<file path="config.mk">
export PLATFORM = sky130hd
export DESIGN_NAME = ex_mem_stage
export DESIGN_NICKNAME = d
export VERILOG_FILES = /design/src/rtl/ex_mem_stage.sv
export SDC_FILE = /design/constraint.sdc
export NUM_CORES = 1
export LEC_CHECK = 0
export CAP_MARGIN = 20
export CORE_MARGIN = 2
export CORE_UTILIZATION = 54
export CTS_BUF_LIST = sky130_fd_sc_hd__clkbuf_4
export CTS_CLUSTER_SIZE = 24
export DETAILED_ROUTE_END_ITERATION = 10
export PLACE_DENSITY = 0.84
export SLEW_MARGIN = 20
export SYNTH_ARGS = -nofsm -noshare
export SYNTH_HDL_FRONTEND = slang
export SYNTH_SLANG_ARGS = --single-unit
</file>
<file path="constraint.sdc">
create_clock -name clk -period 6.9 [get_ports clk]
set_clock_uncertainty 0.1 [all_clocks]
set_input_delay 1.035 -clock clk [delete_from_list [all_inputs] [get_ports clk]]
set_output_delay 1.035 -clock clk [all_outputs]
set_load 0.005 [all_outputs]
</file>
<file path="src/rtl/ex_mem_stage.sv">
// ex_mem_stage: execute stage of the SIMPLE pipeline.
// Holds the operand forwarding muxes, the ALU, the {S,Z,C,V} condition-flag
// register and the EX/MEM pipeline register. One cycle of latency from
// operands to registered result.
//
// Ports:
//   clk, rst                  clock, synchronous active-high reset
//   in_valid, stall, flush    pipeline control (rst > flush > stall > advance)
//   alu1, alu2, storedata     operands from register read
//   fwd_sel1/2/_sd            forwarding selects (1 = fwd_mem, 2 = fwd_wb, else port)
//   fwd_mem, fwd_wb           results currently in the MEM and WB stages
//   opcode, set_flags         ALU operation and flag-update request
//   writereg, regaddress      destination register write enable / address
//   memwrite, address         memory write control / address
//   out_valid .. storeData    registered EX/MEM outputs
//   flags                     {S,Z,C,V} flag register
module ex_mem_stage #(
  parameter int DATA_W = 16,
  parameter int RA_W   = 3,
  parameter int SH_W   = 4
) (
  input  logic              clk,
  input  logic              rst,
  input  logic              in_valid,
  input  logic              stall,
  input  logic              flush,
  input  logic [DATA_W-1:0] alu1,
  input  logic [DATA_W-1:0] alu2,
  input  logic [3:0]        opcode,
  input  logic              set_flags,
  input  logic              writereg,
  input  logic [RA_W-1:0]   regaddress,
  input  logic [1:0]        memwrite,
  input  logic [DATA_W-1:0] address,
  input  logic [DATA_W-1:0] storedata,
  input  logic [1:0]        fwd_sel1,
  input  logic [1:0]        fwd_sel2,
  input  logic [1:0]        fwd_sel_sd,
  input  logic [DATA_W-1:0] fwd_mem,
  input  logic [DATA_W-1:0] fwd_wb,
  output logic              out_valid,
  output logic [DATA_W-1:0] aluOutput,
  output logic              writeReg,
  output logic [1:0]        memWrite,
  output logic [RA_W-1:0]   regAddress,
  output logic [DATA_W-1:0] Address,
  output logic [DATA_W-1:0] storeData,
  output logic [3:0]        flags
);

  typedef enum logic [3:0] {
    OP_ADD = 4'd0,
    OP_SUB = 4'd1,
    OP_AND = 4'd2,
    OP_OR  = 4'd3,
    OP_XOR = 4'd4,
    OP_CMP = 4'd5,
    OP_MOV = 4'd6,
    OP_SLL = 4'd8,
    OP_SLR = 4'd9,
    OP_SRL = 4'd10,
    OP_SRA = 4'd11
  } op_e;

  // Width of the datapath expressed in shift-amount bits, used to build the
  // complementary shift of the rotate.
  localparam logic [SH_W:0] WIDTH_L = (SH_W + 1)'(DATA_W);

  function automatic logic [DATA_W-1:0] fwdMux(input logic [1:0]        sel,
                                               input logic [DATA_W-1:0] port,
                                               input logic [DATA_W-1:0] mem,
                                               input logic [DATA_W-1:0] wb);
    case (sel)
      2'd1:    return mem;
      2'd2:    return wb;
      default: return port;
    endcase
  endfunction

  logic [DATA_W-1:0] op1, op2, sdFwd;
  logic [SH_W-1:0]   shAmt;
  logic [DATA_W:0]   sum, diff, shl, shr, sra;
  logic [DATA_W-1:0] rot;
  logic [DATA_W-1:0] result;
  logic              carry, overflow, defined, flagOp;

  assign op1   = fwdMux(fwd_sel1,   alu1,      fwd_mem, fwd_wb);
  assign op2   = fwdMux(fwd_sel2,   alu2,      fwd_mem, fwd_wb);
  assign sdFwd = fwdMux(fwd_sel_sd, storedata, fwd_mem, fwd_wb);
  assign shAmt = op2[SH_W-1:0];

  // Shifts are done one bit wider than the datapath so the extra bit catches
  // the last bit shifted out; with a zero shift that bit stays 0, giving C=0.
  assign sum  = {1'b0, op1} + {1'b0, op2};
  assign diff = {1'b0, op1} - {1'b0, op2};
  assign shl  = {1'b0, op1} << shAmt;
  assign shr  = {op1, 1'b0} >> shAmt;
  assign sra  = $signed({op1, 1'b0}) >>> shAmt;
  assign rot  = (op1 << shAmt) | (op1 >> (WIDTH_L - {1'b0, shAmt}));

  // ALU: result plus carry/overflow candidates; flagOp marks operations that
  // are allowed to update the flag register.
  always_comb begin
    result   = '0;
    carry    = 1'b0;
    overflow = 1'b0;
    defined  = 1'b1;
    flagOp   = 1'b1;
    case (opcode)
      OP_ADD: begin
        result   = sum[DATA_W-1:0];
        carry    = sum[DATA_W];
        overflow = (op1[DATA_W-1] == op2[DATA_W-1]) &&
                   (sum[DATA_W-1] != op1[DATA_W-1]);
      end
      OP_SUB, OP_CMP: begin
        result   = diff[DATA_W-1:0];
        carry    = diff[DATA_W];
        overflow = (op1[DATA_W-1] != op2[DATA_W-1]) &&
                   (diff[DATA_W-1] != op1[DATA_W-1]);
      end
      OP_AND: result = op1 & op2;
      OP_OR:  result = op1 | op2;
      OP_XOR: result = op1 ^ op2;
      OP_MOV: begin
        result = op2;
        flagOp = 1'b0;
      end
      OP_SLL: begin
        result = shl[DATA_W-1:0];
        carry  = shl[DATA_W];
      end
      OP_SLR: begin
        result = rot;
        carry  = (shAmt != '0) && rot[0];
      end
      OP_SRL: begin
        result = shr[DATA_W:1];
        carry  = shr[0];
      end
      OP_SRA: begin
        result = sra[DATA_W:1];
        carry  = sra[0];
      end
      default: begin
        defined = 1'b0;
        flagOp  = 1'b0;
      end
    endcase
  end

  logic              valid_q, valid_d;
  logic [DATA_W-1:0] aluOut_q, aluOut_d;
  logic              writeReg_q, writeReg_d;
  logic [1:0]        memWrite_q, memWrite_d;
  logic [RA_W-1:0]   regAddr_q, regAddr_d;
  logic [DATA_W-1:0] addr_q, addr_d;
  logic [DATA_W-1:0] storeData_q, storeData_d;
  logic [3:0]        flags_q, flags_d;

  // Next state: flush (or an advancing bubble) clears the pipeline register
  // but keeps the flags; stall holds everything; a real instruction advances.
  always_comb begin
    valid_d     = valid_q;
    aluOut_d    = aluOut_q;
    writeReg_d  = writeReg_q;
    memWrite_d  = memWrite_q;
    regAddr_d   = regAddr_q;
    addr_d      = addr_q;
    storeData_d = storeData_q;
    flags_d     = flags_q;
    if (flush || (!stall && !in_valid)) begin
      valid_d     = 1'b0;
      aluOut_d    = '0;
      writeReg_d  = 1'b0;
      memWrite_d  = '0;
      regAddr_d   = '0;
      addr_d      = '0;
      storeData_d = '0;
    end else if (!stall) begin
      valid_d     = 1'b1;
      aluOut_d    = result;
      writeReg_d  = writereg && defined && (opcode != OP_CMP);
      memWrite_d  = memwrite;
      regAddr_d   = regaddress;
      addr_d      = address;
      storeData_d = sdFwd;
      if (set_flags && flagOp) begin
        flags_d = {result[DATA_W-1], (result == '0), carry, overflow};
      end
    end
  end

  // State register with synchronous reset taking priority over everything.
  always_ff @(posedge clk) begin
    if (rst) begin
      valid_q     <= 1'b0;
      aluOut_q    <= '0;
      writeReg_q  <= 1'b0;
      memWrite_q  <= '0;
      regAddr_q   <= '0;
      addr_q      <= '0;
      storeData_q <= '0;
      flags_q     <= '0;
    end else begin
      valid_q     <= valid_d;
      aluOut_q    <= aluOut_d;
      writeReg_q  <= writeReg_d;
      memWrite_q  <= memWrite_d;
      regAddr_q   <= regAddr_d;
      addr_q      <= addr_d;
      storeData_q <= storeData_d;
      flags_q     <= flags_d;
    end
  end

  assign out_valid  = valid_q;
  assign aluOutput  = aluOut_q;
  assign writeReg   = writeReg_q;
  assign memWrite   = memWrite_q;
  assign regAddress = regAddr_q;
  assign Address    = addr_q;
  assign storeData  = storeData_q;
  assign flags      = flags_q;

endmodule

</file>
==> results.cfg <==
[run_status]
status = complete, no violations

[sta]
maxSlewViolCount = 0
relSlewSlack = 0.2905
post-route-min-period_ps = 6009
tns_ps = 0
fmax_ghz = 0.1664
rsz0062_at_grt = no
hold_violations = 0
setup_slack_ps = 890.9
tightest_slew_ps = 1035
fin_crit_sh = 0.8709
setup_viol = 0

[yosys]
ys_seq_elements = 59
ys_types = 86
syn_area_mm2 = 0.008218
yosysTopAreaCell = dfxtp_1
ys.flop_type = dfxtp_1
syn_avg_cell_area_um2 = 7.018
synthTopCellsByArea = dfxtp_1, ha_1, nor2_1, mux2i_1, a21oi_1
synth_top_area_share = 0.1437
ys_async_sr_fraction = 0
syn_inst = 1171
seq_area_frac_synth = 0.1437
yosys_warnings = 0
synth_edf_count = 0
synthesis.nets = 1347

[clock_tree]
postCtsSetupRepairBufs = 0
clock_path_buffers = 2
hold_buffers = 0
clock_latency_ps = 410
cts_tree = built
htreeDepth = 3
root_buffer = clkbuf_4
postCtsResizedCells = 0
cts_inserted_buffers = 9
clock_sinks = 59
path_clk_slew_ps = 100

[grt]
grt_pass1_wl_mm = 58.63
grt_max_degree = 65
grt_antenna_before_repair = 3
grt_pass1_vias = 9994
grt_usage = 0.4727
grt_remaining_overflow = 0

[critical_path]
cp_top_family = simple AND/OR/NAND/NOR gates
path_buf_inv = 2
worstSetupStartpointType = input pin
arrival_ps = 6230
crit_cells = 18
cpPeakStageDelay_ps = 700
reg2reg_depth = 2
crit_end = flags[2]$_SDFFE_PP0P_
regToRegSetupSlack_ps = 6050
rr_startpoint = Address[11]$_SDFFE_PP0N_
worstSetupStartpoint = fwd_sel2[0]
cp_max_fo = 18
crit_type = in -> reg
critPathRequiredTime_ps = 7130
end_kind = flip-flop
cp_cell_sequence = clkdlybuf4s50_1, ha_1, a221oi_4, nor2_4, ha_1, inv_1, fa_1, or3_1, a31oi_1, o41a_1, nor3_1, a211o_1, o21ai_0, nand4_1, or4_1, nor3_2, nand4_1, o41ai_2
slowest_stage = ha_1
worst_r2r_endpoint = Address[11]$_SDFFE_PP0N_

[floorplanning]
rows = 45
core-area_mm2 = 0.01503
die_w_um = 127.4
dieHeight_um = 127.4
initial_core_util = 0.5467
io-pin-count = 177
dieArea_mm2 = 0.01622

[cells_and_area]
final_common_cell = nor2_1
final_layout_size_suffix_gt1_frac = 0.07241
synthToLayoutAreaGrowth_pct = 24.30
final_cells = 1501
finalNetCount = 1484
final_cell_mix = nor2_1, clkdlybuf4s50_1, a21oi_1

[placement]
pre_cts_slack_ps = 607.1
place.detailed.hpwl_mm = 30.83
place.port_buffers = 176
dp.cells = 1485
place.gp.congestion = 1.163

[routing]
route.detailed.drc = 0
wl_mm = 39.81
ant_nets = 0
post_drt_wl_per_cell_um = 26.52
vias = 10780
drt_iter0_drc = 1707
via_per_inst = 7.182
dr.pass1.iters = 8

[run]
drv_cap = 0

[min_path]
min_path_cells = 1
hold_path.class = reg -> reg

[power]
p_leak_nw = 4.042
ir_drop_mv = 0.1112
power_density_mw_per_mm2 = 170.7
## report_power, final
group / switching [mW] / internal (mW) / total (mW)
clock network: 0.128 / 0.0714 / 0.200
registers: 0.00611 / 0.351 / 0.357
logic: 0.762 / 0.424 / 1.19
## metrics by stage
stage | area (um^2) | power [mW] | hold slack [ps] | util
after floorplan | 8218 | 1.091 | 351.1 | -
after global placement | 10120 | 1.471 | 342.8 | 0.6729
after detailed placement | 10120 | 1.480 | 346.7 | 0.6729
after CTS | 10210 | 1.679 | 370.4 | 0.6793
after global routing | 10210 | 1.815 | 399.2 | 0.6793
final | 10210 | 1.744 | 370.1 | 0.6795
## routing by layer
layer	routed length (um)	up-vias	global-route usage
met5	47	-	0
met4	2983	6	0.2702
met3	5772	260	0.1625
met2	16530	984	0.7031
met1	14480	4906	0.5950
li1	-	4624	-
## state kept, by name, summed over array words and instances, names as in the netlist
name        flops
out_valid       1
regAddress      3
writeReg        1
storeData      16
Address        16
aluOutput      16
flags           4
memWrite        2
## worst min-delay path by stage
stage	from	slack, ps	end
after CTS	out_valid$_SDFFE_PP0N_	370	out_valid$_SDFFE_PP0N_
after detailed placement	out_valid$_SDFFE_PP0N_	350	out_valid$_SDFFE_PP0N_
after floorplan	out_valid$_SDFFE_PP0N_	350	out_valid$_SDFFE_PP0N_
final	out_valid$_SDFFE_PP0N_	370	out_valid$_SDFFE_PP0N_
after global routing	out_valid$_SDFFE_PP0N_	400	out_valid$_SDFFE_PP0N_
after global placement	out_valid$_SDFFE_PP0N_	340	out_valid$_SDFFE_PP0N_
## worst reg2reg max path, stage by stage, from the launching register on
cell and delay, ps:
dfxtp_1 340, mux2i_1 220, nor2_1 90
## area by class of cell
cell class                 count  area [um^2]
multi-input combinational    955         6371
inverter                      63        241.5
clock inverter                 5        21.27
fill                        1295         4818
clock buffer                  10        75.07
sequential                    59         1181
antenna                        1        2.502
timing repair buffer         220         2087
tap                          188        235.2
## Yosys cell counts (all sizes together), types with 13 or more instances
library cell,number
o21ai,57
a221oi,31
nand2,91
nor3,35
a22oi,44
a21oi,113
inv,63
nor2b,14
clkbuf,46
ha,56
nor2,183
buf,48
nand3,16
o221ai,13
dfxtp,59
a211oi,27
mux2i,68
a31oi,15
## cells by family (layout without fill, tap and decap cells)
family | after synthesis | after routing | share of synthesized area
other | 0 | 1 | 0
xor gates and xnor gates | 10 | 10 | 0.01157
AOI/OAI and AO/OA | 418 | 418 | 0.3561
adders and majority gates | 58 | 58 | 0.09013
buffers and inverters | 157 | 298 | 0.08511
and+or+nand+nor | 396 | 396 | 0.2177
muxes | 73 | 73 | 0.09561
DFF | 59 | 59 | 0.1437
(Power assumes the default switching activity.)
